[src/rtl/console_arbiter.sv]
// Round-robin arbiter that shares one Wishbone console slave between N masters.
// The grant is held for the owner's whole CYC, and a per-transfer watchdog returns ERR when the slave never ACKs.
module console_arbiter #(
  parameter int N_MASTERS      = 2,
  parameter int DW             = 32,
  parameter int AW             = 32,
  parameter int TIMEOUT_CYCLES = 1024
) (
  input  logic                   clk,
  input  logic                   rst,
  input  logic [N_MASTERS-1:0]    m_cyc,
  input  logic [N_MASTERS-1:0]    m_stb,
  input  logic [N_MASTERS-1:0]    m_we,
  input  logic [N_MASTERS*AW-1:0] m_adr,
  input  logic [N_MASTERS*DW-1:0] m_dat_w,
  output logic [DW-1:0]           m_dat_r,
  output logic [N_MASTERS-1:0]    m_ack,
  output logic [N_MASTERS-1:0]    m_err,
  output logic                    s_cyc,
  output logic                    s_stb,
  output logic                    s_we,
  output logic [AW-1:0]           s_adr,
  output logic [DW-1:0]           s_dat_w,
  input  logic [DW-1:0]           s_dat_r,
  input  logic                    s_ack,
  output logic [N_MASTERS-1:0]    grant
);

  localparam int GW  = (N_MASTERS > 1) ? $clog2(N_MASTERS) : 1;
  localparam int WDW = (TIMEOUT_CYCLES > 1) ? $clog2(TIMEOUT_CYCLES) : 1;
  localparam logic [WDW-1:0] WD_LAST = WDW'((TIMEOUT_CYCLES > 0) ? TIMEOUT_CYCLES - 1 : 0);

  typedef enum logic [1:0] {ST_IDLE, ST_OWN, ST_ERR} state_e;

  state_e               state_q, state_d;
  logic [GW-1:0]        g_q, g_d;
  logic [GW-1:0]        rr_q, rr_d;
  logic [N_MASTERS-1:0] grant_q, grant_d;
  logic [WDW-1:0]       wdog_q, wdog_d;
  logic                 err_q, err_d;

  logic          pick_found;
  logic [GW-1:0] pick_idx;
  logic [GW-1:0] rr_next;
  logic          sel_cyc, sel_stb, sel_we;
  logic [AW-1:0] sel_adr;
  logic [DW-1:0] sel_dat;
  logic          timeout;
  logic          own;

  // The first requester at or above rr_q, wrapping around, wins.
  always_comb begin
    pick_found = 1'b0;
    pick_idx   = '0;
    for (int i = 0; i < N_MASTERS; i++) begin
      if (!pick_found && m_cyc[(int'(rr_q) + i) % N_MASTERS]) begin
        pick_found = 1'b1;
        pick_idx   = GW'((int'(rr_q) + i) % N_MASTERS);
      end
    end
  end

  always_comb begin
    rr_next = (int'(g_q) == N_MASTERS - 1) ? '0 : GW'(int'(g_q) + 1);
    sel_cyc = m_cyc[g_q];
    sel_stb = m_stb[g_q];
    sel_we  = m_we[g_q];
    sel_adr = m_adr[int'(g_q)*AW +: AW];
    sel_dat = m_dat_w[int'(g_q)*DW +: DW];
    timeout = (TIMEOUT_CYCLES != 0) && sel_stb && !s_ack && (wdog_q == WD_LAST);
  end

  always_ff @(posedge clk or posedge rst) begin
    if (rst) begin
      state_q <= ST_IDLE;
      g_q     <= '0;
      rr_q    <= '0;
      grant_q <= '0;
      wdog_q  <= '0;
      err_q   <= 1'b0;
    end else begin
      state_q <= state_d;
      g_q     <= g_d;
      rr_q    <= rr_d;
      grant_q <= grant_d;
      wdog_q  <= wdog_d;
      err_q   <= err_d;
    end
  end

  always_comb begin
    state_d = state_q;
    g_d     = g_q;
    rr_d    = rr_q;
    grant_d = grant_q;
    wdog_d  = wdog_q;
    err_d   = 1'b0;
    case (state_q)
      ST_IDLE: begin
        if (pick_found) begin
          state_d = ST_OWN;
          g_d     = pick_idx;
          grant_d = N_MASTERS'(1) << pick_idx;
          wdog_d  = '0;
        end
      end
      ST_OWN: begin
        if (!sel_cyc) begin
          state_d = ST_IDLE;
          rr_d    = rr_next;
          grant_d = '0;
          wdog_d  = '0;
        end else if (timeout) begin
          state_d = ST_ERR;
          err_d   = 1'b1;
          wdog_d  = '0;
        end else if (sel_stb && !s_ack) begin
          wdog_d = wdog_q + 1'b1;
        end else begin
          wdog_d = '0;
        end
      end
      ST_ERR: begin
        if (!sel_cyc) begin
          state_d = ST_IDLE;
          rr_d    = rr_next;
          grant_d = '0;
        end
      end
      default: state_d = ST_IDLE;
    endcase
  end

  // Outside OWN the console sees an idle bus and any late ACK is dropped.
  always_comb begin
    own     = (state_q == ST_OWN);
    s_cyc   = own && sel_cyc;
    s_stb   = own && sel_stb;
    s_we    = own && sel_we;
    s_adr   = own ? sel_adr : '0;
    s_dat_w = own ? sel_dat : '0;
    m_ack   = (own && s_ack) ? grant_q : '0;
    m_err   = err_q ? grant_q : '0;
    m_dat_r = s_dat_r;
    grant   = grant_q;
  end

endmodule
[config.mk]
export PLATFORM = sky130hd
export DESIGN_NAME = console_arbiter
export DESIGN_NICKNAME = d
export VERILOG_FILES = /design/src/rtl/console_arbiter.sv
export SDC_FILE = /design/constraint.sdc
export NUM_CORES = 1
export LEC_CHECK = 0
export CAP_MARGIN = 20
export CORE_AREA = 2 2 105 107
export CTS_CLUSTER_SIZE = 40
export DETAILED_ROUTE_END_ITERATION = 6
export DIE_AREA = 0 0 107 109
export PLACE_DENSITY_LB_ADDON = 0.3
export SETUP_SLACK_MARGIN = 0.15
export SYNTH_ARGS = -nofsm -noshare
export SYNTH_HDL_FRONTEND = slang
export SYNTH_SLANG_ARGS = --single-unit
[constraint.sdc]
create_clock -name clk -period 2.5 [get_ports clk]
set_input_delay 0.5 -clock clk [delete_from_list [all_inputs] [get_ports clk]]
set_output_delay 0.5 -clock clk [all_outputs]
set_load 0.01 [all_outputs]
==> results of run 1 <==
==> placed cells by master, fill, tap and decap left out, types with 3 or more instances in the layout <==
| master | netlist | final |
|---|---|---|
| a21oi_1 | 7 | 7 |
| a31oi_1 | 7 | 7 |
| and3_1 | 3 | 3 |
| buf_12 | 0 | 3 |
| buf_4 | 32 | 13 |
| buf_6 | 2 | 3 |
| clkbuf_8 | 0 | 3 |
| clkdlybuf4s50_1 | 0 | 144 |
| dfrtp_1 | 17 | 16 |
| dlygate4sd2_1 | 0 | 46 |
| dlymetal6s2s_1 | 0 | 19 |
| ha_1 | 4 | 3 |
| inv_1 | 11 | 10 |
| mux2i_1 | 68 | 66 |
| nand2_1 | 7 | 7 |
| nand3_1 | 4 | 4 |
| nor2_1 | 4 | 4 |
| nor2b_1 | 68 | 68 |
| o21ai_0 | 8 | 8 |
==> where the power goes <==
| part | internal, mW | switching (mW) | total, mW |
|---|---|---|---|
| combinational | 1.60 | 1.34 | 2.93 |
| clock | 0.111 | 0.107 | 0.219 |
| sequential | 0.324 | 0.0517 | 0.376 |
==> sequential cells by signal (all words and copies together), names as in the netlist <==
name,count
wdog_q,10
grant,2
state_q,2
err_q,1
g_q,1
rr_q,1
==> worst paths after layout <==
| path | endpoint | cells after the start | slack (ns) |
|---|---|---|---|
| setup / recovery | s_adr[4] | 5 | 0.19 |
| setup reg to reg | wdog_q[3]$_DFFE_PP0P_ | 6 | 0.43 |
| hold reg to reg | wdog_q[8]$_DFFE_PP0P_ | 1 | 0.49 |
| min in group asynchronous | wdog_q[3]$_DFFE_PP0P_ | 2 | 0.64 |
| hold / removal | wdog_q[8]$_DFFE_PP0P_ | 1 | 0.49 |
| max in group asynchronous | g_q$_DFFE_PP0P_ | 2 | 1.35 |
==> routing by layer <==
metal  wire length [microns]  vias to the layer above
met4                     108                        0
met2                    4930                      123
met3                    1150                        9
li1                        -                     1338
met1                    4230                     1256
met5                       0                        -
==> kinds of logic after synthesis <==
logic type               share of synthesized area
AND/OR/NAND/NOR                              0.272
AO/OA/AOI/OAI                               0.0973
adder cells (fa/ha/maj)                     0.0207
buffers and inverters                        0.153
flip-flops                                   0.176
multiplexers                                 0.281
==> layout make-up <==
type,count,area [sq um]
multi-input cells,212,1650
well taps,140,175
clock inverters,1,5.00
fillers,1072,5990
clock buffers,3,41.3
inverters,11,41.3
repair buffers,228,2270
flip-flops and latches,17,429
==> per-stage QoR <==
step	util	std cells	worst slack, ns
6_report	0.435	612	0.193
5_1_grt	0.435	612	0.118
4_1_cts	0.430	612	0.0910
3_5_place_dp	0.426	605	0.0814
3_3_place_gp	0.426	605	0.0833
2_1_floorplan	-	290	0.530
==> timing repair <==
item | CTS | global route
setup buffers | 3 | 0
pin swaps | 1 | 0
setup endpoints to repair | 68 | 22
hold endpoints to repair | 0 | 0
gates resized for setup | 52 | 21
==> key figures, run 1 <==
Worst setup path
  • Worst Path Max Fanout: 18
  • CP endpoint kind: output port
  • Setup crit start: state_q[1]$_DFFE_PP0P_
  • Cell Chain, Critical Path: inv_2 > ha_4 > buf_6 > nor2b_1 > clkdlybuf4s50_1
  • Largest stage delay, worst path: 0.54 ns
  • CP startpoint kind: flip-flop
  • Crit Path Class: reg -> out
  • Data required, critical path: 2.00 ns
  • CP max stage cell: clkdlybuf4s50_1
  • R2R Path Start: state_q[0]$_DFFE_PP0P_
  • CP top delay family: buffers and inverters
  • Buf/Inv on CP: 3
  • Worst path arrival time: 1.81 ns

Hold path
  • Min-Delay Startpoint: wdog_q[8]$_DFFE_PP0P_
  • Kind of path behind the tightest hold check: reg -> reg

Floorplan
  • IO Pins: 274
  • Area of the core: 0.0106 sq mm
  • Die W: 107 microns
  • # rows: 38
  • Die H: 109 microns
  • Initial core utilization: 0.228
  • DIE AREA: 0.0117 sq mm

Final layout
  • Nets: 646
  • Layout cells sized above 1: 0.0742
  • Post-Layout Inst Area: 0.00462 sq mm
  • Area Growth Syn to Fin: 90.9%
  • # diodes: 0

Clocking
  • CTS tree: built
  • H-Tree Depth: 1
  • Cts-stage hold buffer count: 0
  • Reg clk slew, reported paths: 0.08 ns
  • Clock Latency Late Sink: 0.26 ns
  • Clock Path Buffers: 2
  • Clock sinks: 17
  • CTS Buf Count: 3
  • Clock Tree Root: clkbuf_8

STA
  • Slew @ Worst Pin: 0.687 ns
  • Period utilization: 0.923
  • Final Skew: 0.00661 ns
  • Max Slew Vio Count: 0
  • Final hold slack: 0.494 ns
  • RSZ-0062 raised after global routing: true
  • Hold Violations, Final: 0
  • Setup_tns: 0 ns
  • Rel. slew slack: 0.537
  • Max Clk Rate: 433 MHz
  • Final Critical Period: 2.31 ns
  • Final setup violation count: 0

Detailed routing
  • Via-per-instance ratio: 4.45
  • DR pass1 iterations: 4
  • WL per Instance: 17.0 microns
  • DRC: 0
  • Post-route ant nets: 0
  • 1st-iter DRT viols: 111
  • Drt total wl: 10400 microns
  • Via count: 2726

Place
  • Hpwl dp: 8600 microns
  • IO buf count: 209
  • Placed cell area: 0.00452 sq mm
  • Gpl congestion: 0.807

Logic synthesis
  • Yosys reg bits: 17
  • Syn Nets: 463
  • Post-synth ARST share: 1.00
  • Ys flop type: dfrtp_1
  • Post-Syn Instances: 290
  • Post-synth EDFFs: 0
  • Seq/Total Area, Yosys: 0.176
  • Mean Syn Cell Area: 8.34 sq um
  • Ranking of synthesized cells by area: mux2i_1 28%, dfrtp_1 18%, nor2b_1 18%, buf_4 9.9%, ha_1 2.1%
  • YS warnings: 0
  • Largest area contributor in the netlist: mux2i_1
  • Netlist Area Pre-Place: 0.00242 sq mm
  • Commonest cells in the netlist: 68 x mux2i_1, 68 x nor2b_1, 32 x buf_4, 17 x dfrtp_1, 11 x inv_1
  • Cell variety after synth: 44
  • Synth top area share: 0.281

GRT
  • Met1 Track Usage GR: 0.201
  • Initial antenna violation count: 0
  • Met2 Use GR: 0.266
  • Vias in the first global route: 2699
  • Largest net degree at the start of global routing: 31
  • Met3 global-route usage: 0.0652
  • First-pass GRT wire length: 14800 microns
  • Gr ovfl total: 0
  • Overall routing resource usage: 0.162
  • Busiest grt layer: met2

Power
  • VDD IR-drop max: 0.396 mV
  • Leak: 2.27 nW
  • PwrDens: 764 mW/mm^2
  • Total Power: 3.53 mW

Outcome
  • Status: complete, no violations

Flow run
  • Max-Cap Viols: 0
(Power assumes the default switching activity.)
==> run 2, diff against run 1 <==
--- a/config.mk
+++ b/config.mk
@@ -5,6 +5,7 @@
 export SDC_FILE = /design/constraint.sdc
 export NUM_CORES = 1
 export LEC_CHECK = 0
+export ABC_AREA = 1
 export CAP_MARGIN = 20
 export CORE_AREA = 2 2 105 107
 export CTS_CLUSTER_SIZE = 40
==> run 2 against run 1 <==
Synthesized cell count rose by 33%. Wire length shrank 1.4%. Worst hold slack better by 0.0030 ns. Clock power down 5%. Global-route usage about the same. Non-clock buffer count decreased by 4. Register-to-register slack gained 0.26 ns. Cell area is 7.5% lower. Final cell count up 14%. Sequential cell count stayed put. Clock-buffer cell count is the same. Largest power group unchanged. Highest routed layer unchanged.
==> key figures, run 2 <==
Worst setup path
  • CP max stage cell: dfrtp_1
  • Buf/Inv on CP: 4
  • Cell Chain, Critical Path: inv_1 > ha_4 > buf_4 > bufbuf_16 > o21ai_0 > nor2_1 > clkdlybuf4s15_1
  • CP endpoint kind: output port
  • Worst path arrival time: 1.77 ns
  • Worst Path Max Fanout: 16
  • CP startpoint kind: flip-flop
  • Data required, critical path: 2.00 ns
  • Largest stage delay, worst path: 0.39 ns
  • Crit Path Class: reg -> out
  • CP top delay family: buffers and inverters

Power
  • Leak: 2.15 nW
  • PwrDens: 825 mW/mm^2
  • VDD IR-drop max: 0.333 mV

Clocking
  • Clock Path Buffers: 2
  • Reg clk slew, reported paths: 0.07 ns
  • Clock Tree Root: clkbuf_8
  • Clock sinks: 17
  • Clock Latency Late Sink: 0.26 ns
  • CTS tree: built
  • H-Tree Depth: 1
  • CTS Buf Count: 3

Detailed routing
  • Post-route ant nets: 0
  • DRC: 0
  • Via-per-instance ratio: 4.35
  • DR pass1 iterations: 4
  • 1st-iter DRT viols: 260
  • Drt total wl: 10300 microns
  • Via count: 3042
  • WL per Instance: 14.7 microns

GRT
  • Met1 Track Usage GR: 0.202
  • Largest net degree at the start of global routing: 37
  • Met3 global-route usage: 0.0263
  • Gr ovfl total: 0
  • Vias in the first global route: 2852
  • Initial antenna violation count: 0
  • Overall routing resource usage: 0.161
  • Busiest grt layer: met2
  • First-pass GRT wire length: 15000 microns
  • Met2 Use GR: 0.292

Place
  • Gpl congestion: 0.823
  • IO buf count: 209
  • Hpwl dp: 7880 microns

Logic synthesis
  • Seq/Total Area, Yosys: 0.195
  • Ranking of synthesized cells by area: nor2_1 25%, dfrtp_1 19%, o21ai_0 16%, buf_4 11%, nand2_1 6.0%
  • Synth top area share: 0.251
  • Largest area contributor in the netlist: nor2_1
  • Syn Nets: 558
  • Netlist Area Pre-Place: 0.00219 sq mm
  • Post-Syn Instances: 385
  • Mean Syn Cell Area: 5.68 sq um
  • Cell variety after synth: 28
  • Most frequent cell after synthesis: nor2_1
  • YS warnings: 0
  • Yosys reg bits: 17
  • Commonest cells in the netlist: 146 x nor2_1, 70 x o21ai_0, 35 x nand2_1, 32 x buf_4, 24 x inv_1
  • Ys flop type: dfrtp_1
  • Post-synth ARST share: 1.00
  • Post-synth EDFFs: 0

Hold path
  • Kind of path behind the tightest hold check: reg -> reg

STA
  • Max Clk Rate: 440 MHz
  • Slew @ Worst Pin: 0.644 ns
  • Hold Violations, Final: 0
  • Final setup violation count: 0
  • Rel. slew slack: 0.570
  • Period utilization: 0.909
  • Final hold slack: 0.497 ns
  • Final Critical Period: 2.27 ns
  • Max Slew Vio Count: 0
  • Setup_tns: 0 ns
  • RSZ-0062 raised after global routing: true
  • Final Skew: 0.00968 ns

Final layout
  • Reg with most FFs: wdog_q
  • Commonest non-fill, non-tap cell in the layout: nor2_1
  • # diodes: 0
  • Max reg flops: 10
  • Most frequent cells in the layout: 146 x nor2_1, 141 x clkdlybuf4s50_1, 70 x o21ai_0
  • Area Growth Syn to Fin: 95.3%
  • Nets: 734
  • Layout cells sized above 1: 0.114

Floorplan
  • Die W: 107 microns
  • DIE AREA: 0.0117 sq mm
  • Die H: 109 microns
  • # rows: 38
  • Initial core utilization: 0.206
  • IO Pins: 274
  • Area of the core: 0.0106 sq mm

Outcome
  • Status: complete, no violations

Flow run
  • Max-Cap Viols: 0
[run 2: changes by cell type after synthesis, moves of 4 or more]
cell,before,now
buf_1,4,0
nor2_1,4,146
inv_1,11,24
nor2b_1,68,0
mux2i_1,68,0
o21ai_0,8,70
a31oi_1,7,0
nor3_1,1,5
nand2_1,7,35
clkbuf_1,7,14
[run 2: cells by family (layout without fill, tap and decap cells)]
family / after synthesis / after routing / synth area share
simple gates: 200 / 200 / 0.378
flops: 17 / 17 / 0.195
compound gates: 84 / 84 / 0.202
buf+inv: 79 / 254 / 0.199
xor+xnor: 1 / 1 / 0.00401
fa+ha+maj: 4 / 4 / 0.0229
[run 2: worst paths after layout]
check | startpoint | to | slack [ns] | depth (start not counted)
max in group asynchronous | rst | g_q$_DFFE_PP0P_ | 1.41 | 2
setup / recovery | state_q[1]$_DFFE_PP0P_ | s_dat_w[7] | 0.23 | 7
setup reg to reg | state_q[0]$_DFFE_PP0P_ | wdog_q[9]$_DFFE_PP0P_ | 0.69 | 7
min in group asynchronous | rst | wdog_q[8]$_DFFE_PP0P_ | 0.63 | 2
hold reg to reg | wdog_q[6]$_DFFE_PP0P_ | wdog_q[6]$_DFFE_PP0P_ | 0.50 | 2
hold / removal | wdog_q[6]$_DFFE_PP0P_ | wdog_q[6]$_DFFE_PP0P_ | 0.50 | 2
[run 2: stage by stage]
step / setup WS (ns) / power [mW] / cells / util / area (sq um)
CTS: 0.117 / 3.61 / 698 / 0.409 / 4340
floorplan: 0.625 / 1.84 / 385 / - / 2190
global route: 0.0550 / 3.85 / 700 / 0.403 / 4270
global placement: 0.0882 / 3.42 / 688 / 0.401 / 4250
finish: 0.229 / 3.52 / 700 / 0.403 / 4270
detailed placement: 0.0787 / 3.44 / 688 / 0.401 / 4250
[run 2: per-layer routing]
layer / share of wire / up-vias
met3: 0.066 / 11
met2: 0.49 / 117
li1: - / 1534
met5: 0 / -
met4: 0.016 / 0
met1: 0.43 / 1380
[run 2: layout make-up]
| cell class | instances | area [sq um] |
|---|---|---|
| fillers | 1143 | 6330 |
| repair buffers | 224 | 2180 |
| multi-input cells | 289 | 1340 |
| flip-flops and latches | 17 | 427 |
| well taps | 140 | 175 |
| inverters | 26 | 100 |
| clock buffers | 3 | 41.3 |
| clock inverters | 1 | 5.00 |
[run 2: repair_timing]
action | 4_1_cts | 5_1_grt
buffers inserted | 4 | 2
setup endpoints to repair | 69 | 45
resized for setup | 58 | 74
hold buffers | 0 | 0
gates cloned | 2 | 0
[run 2: report_power, final]
group	leakage, nW	internal (mW)	switching [mW]
Combinational	1.90	1.35	1.58
Sequential	0.228	0.327	0.0555
Clock	0.0255	0.111	0.0963
Total	2.15	1.79	1.74
[run 2: worst min-delay path: cells and delay by family (launching register included)]
kind | cells | cell delay [ns]
DFF | 1 | 0.34
and+or+nand+nor | 1 | 0.07
AOI/OAI and AO/OA | 1 | 0.05
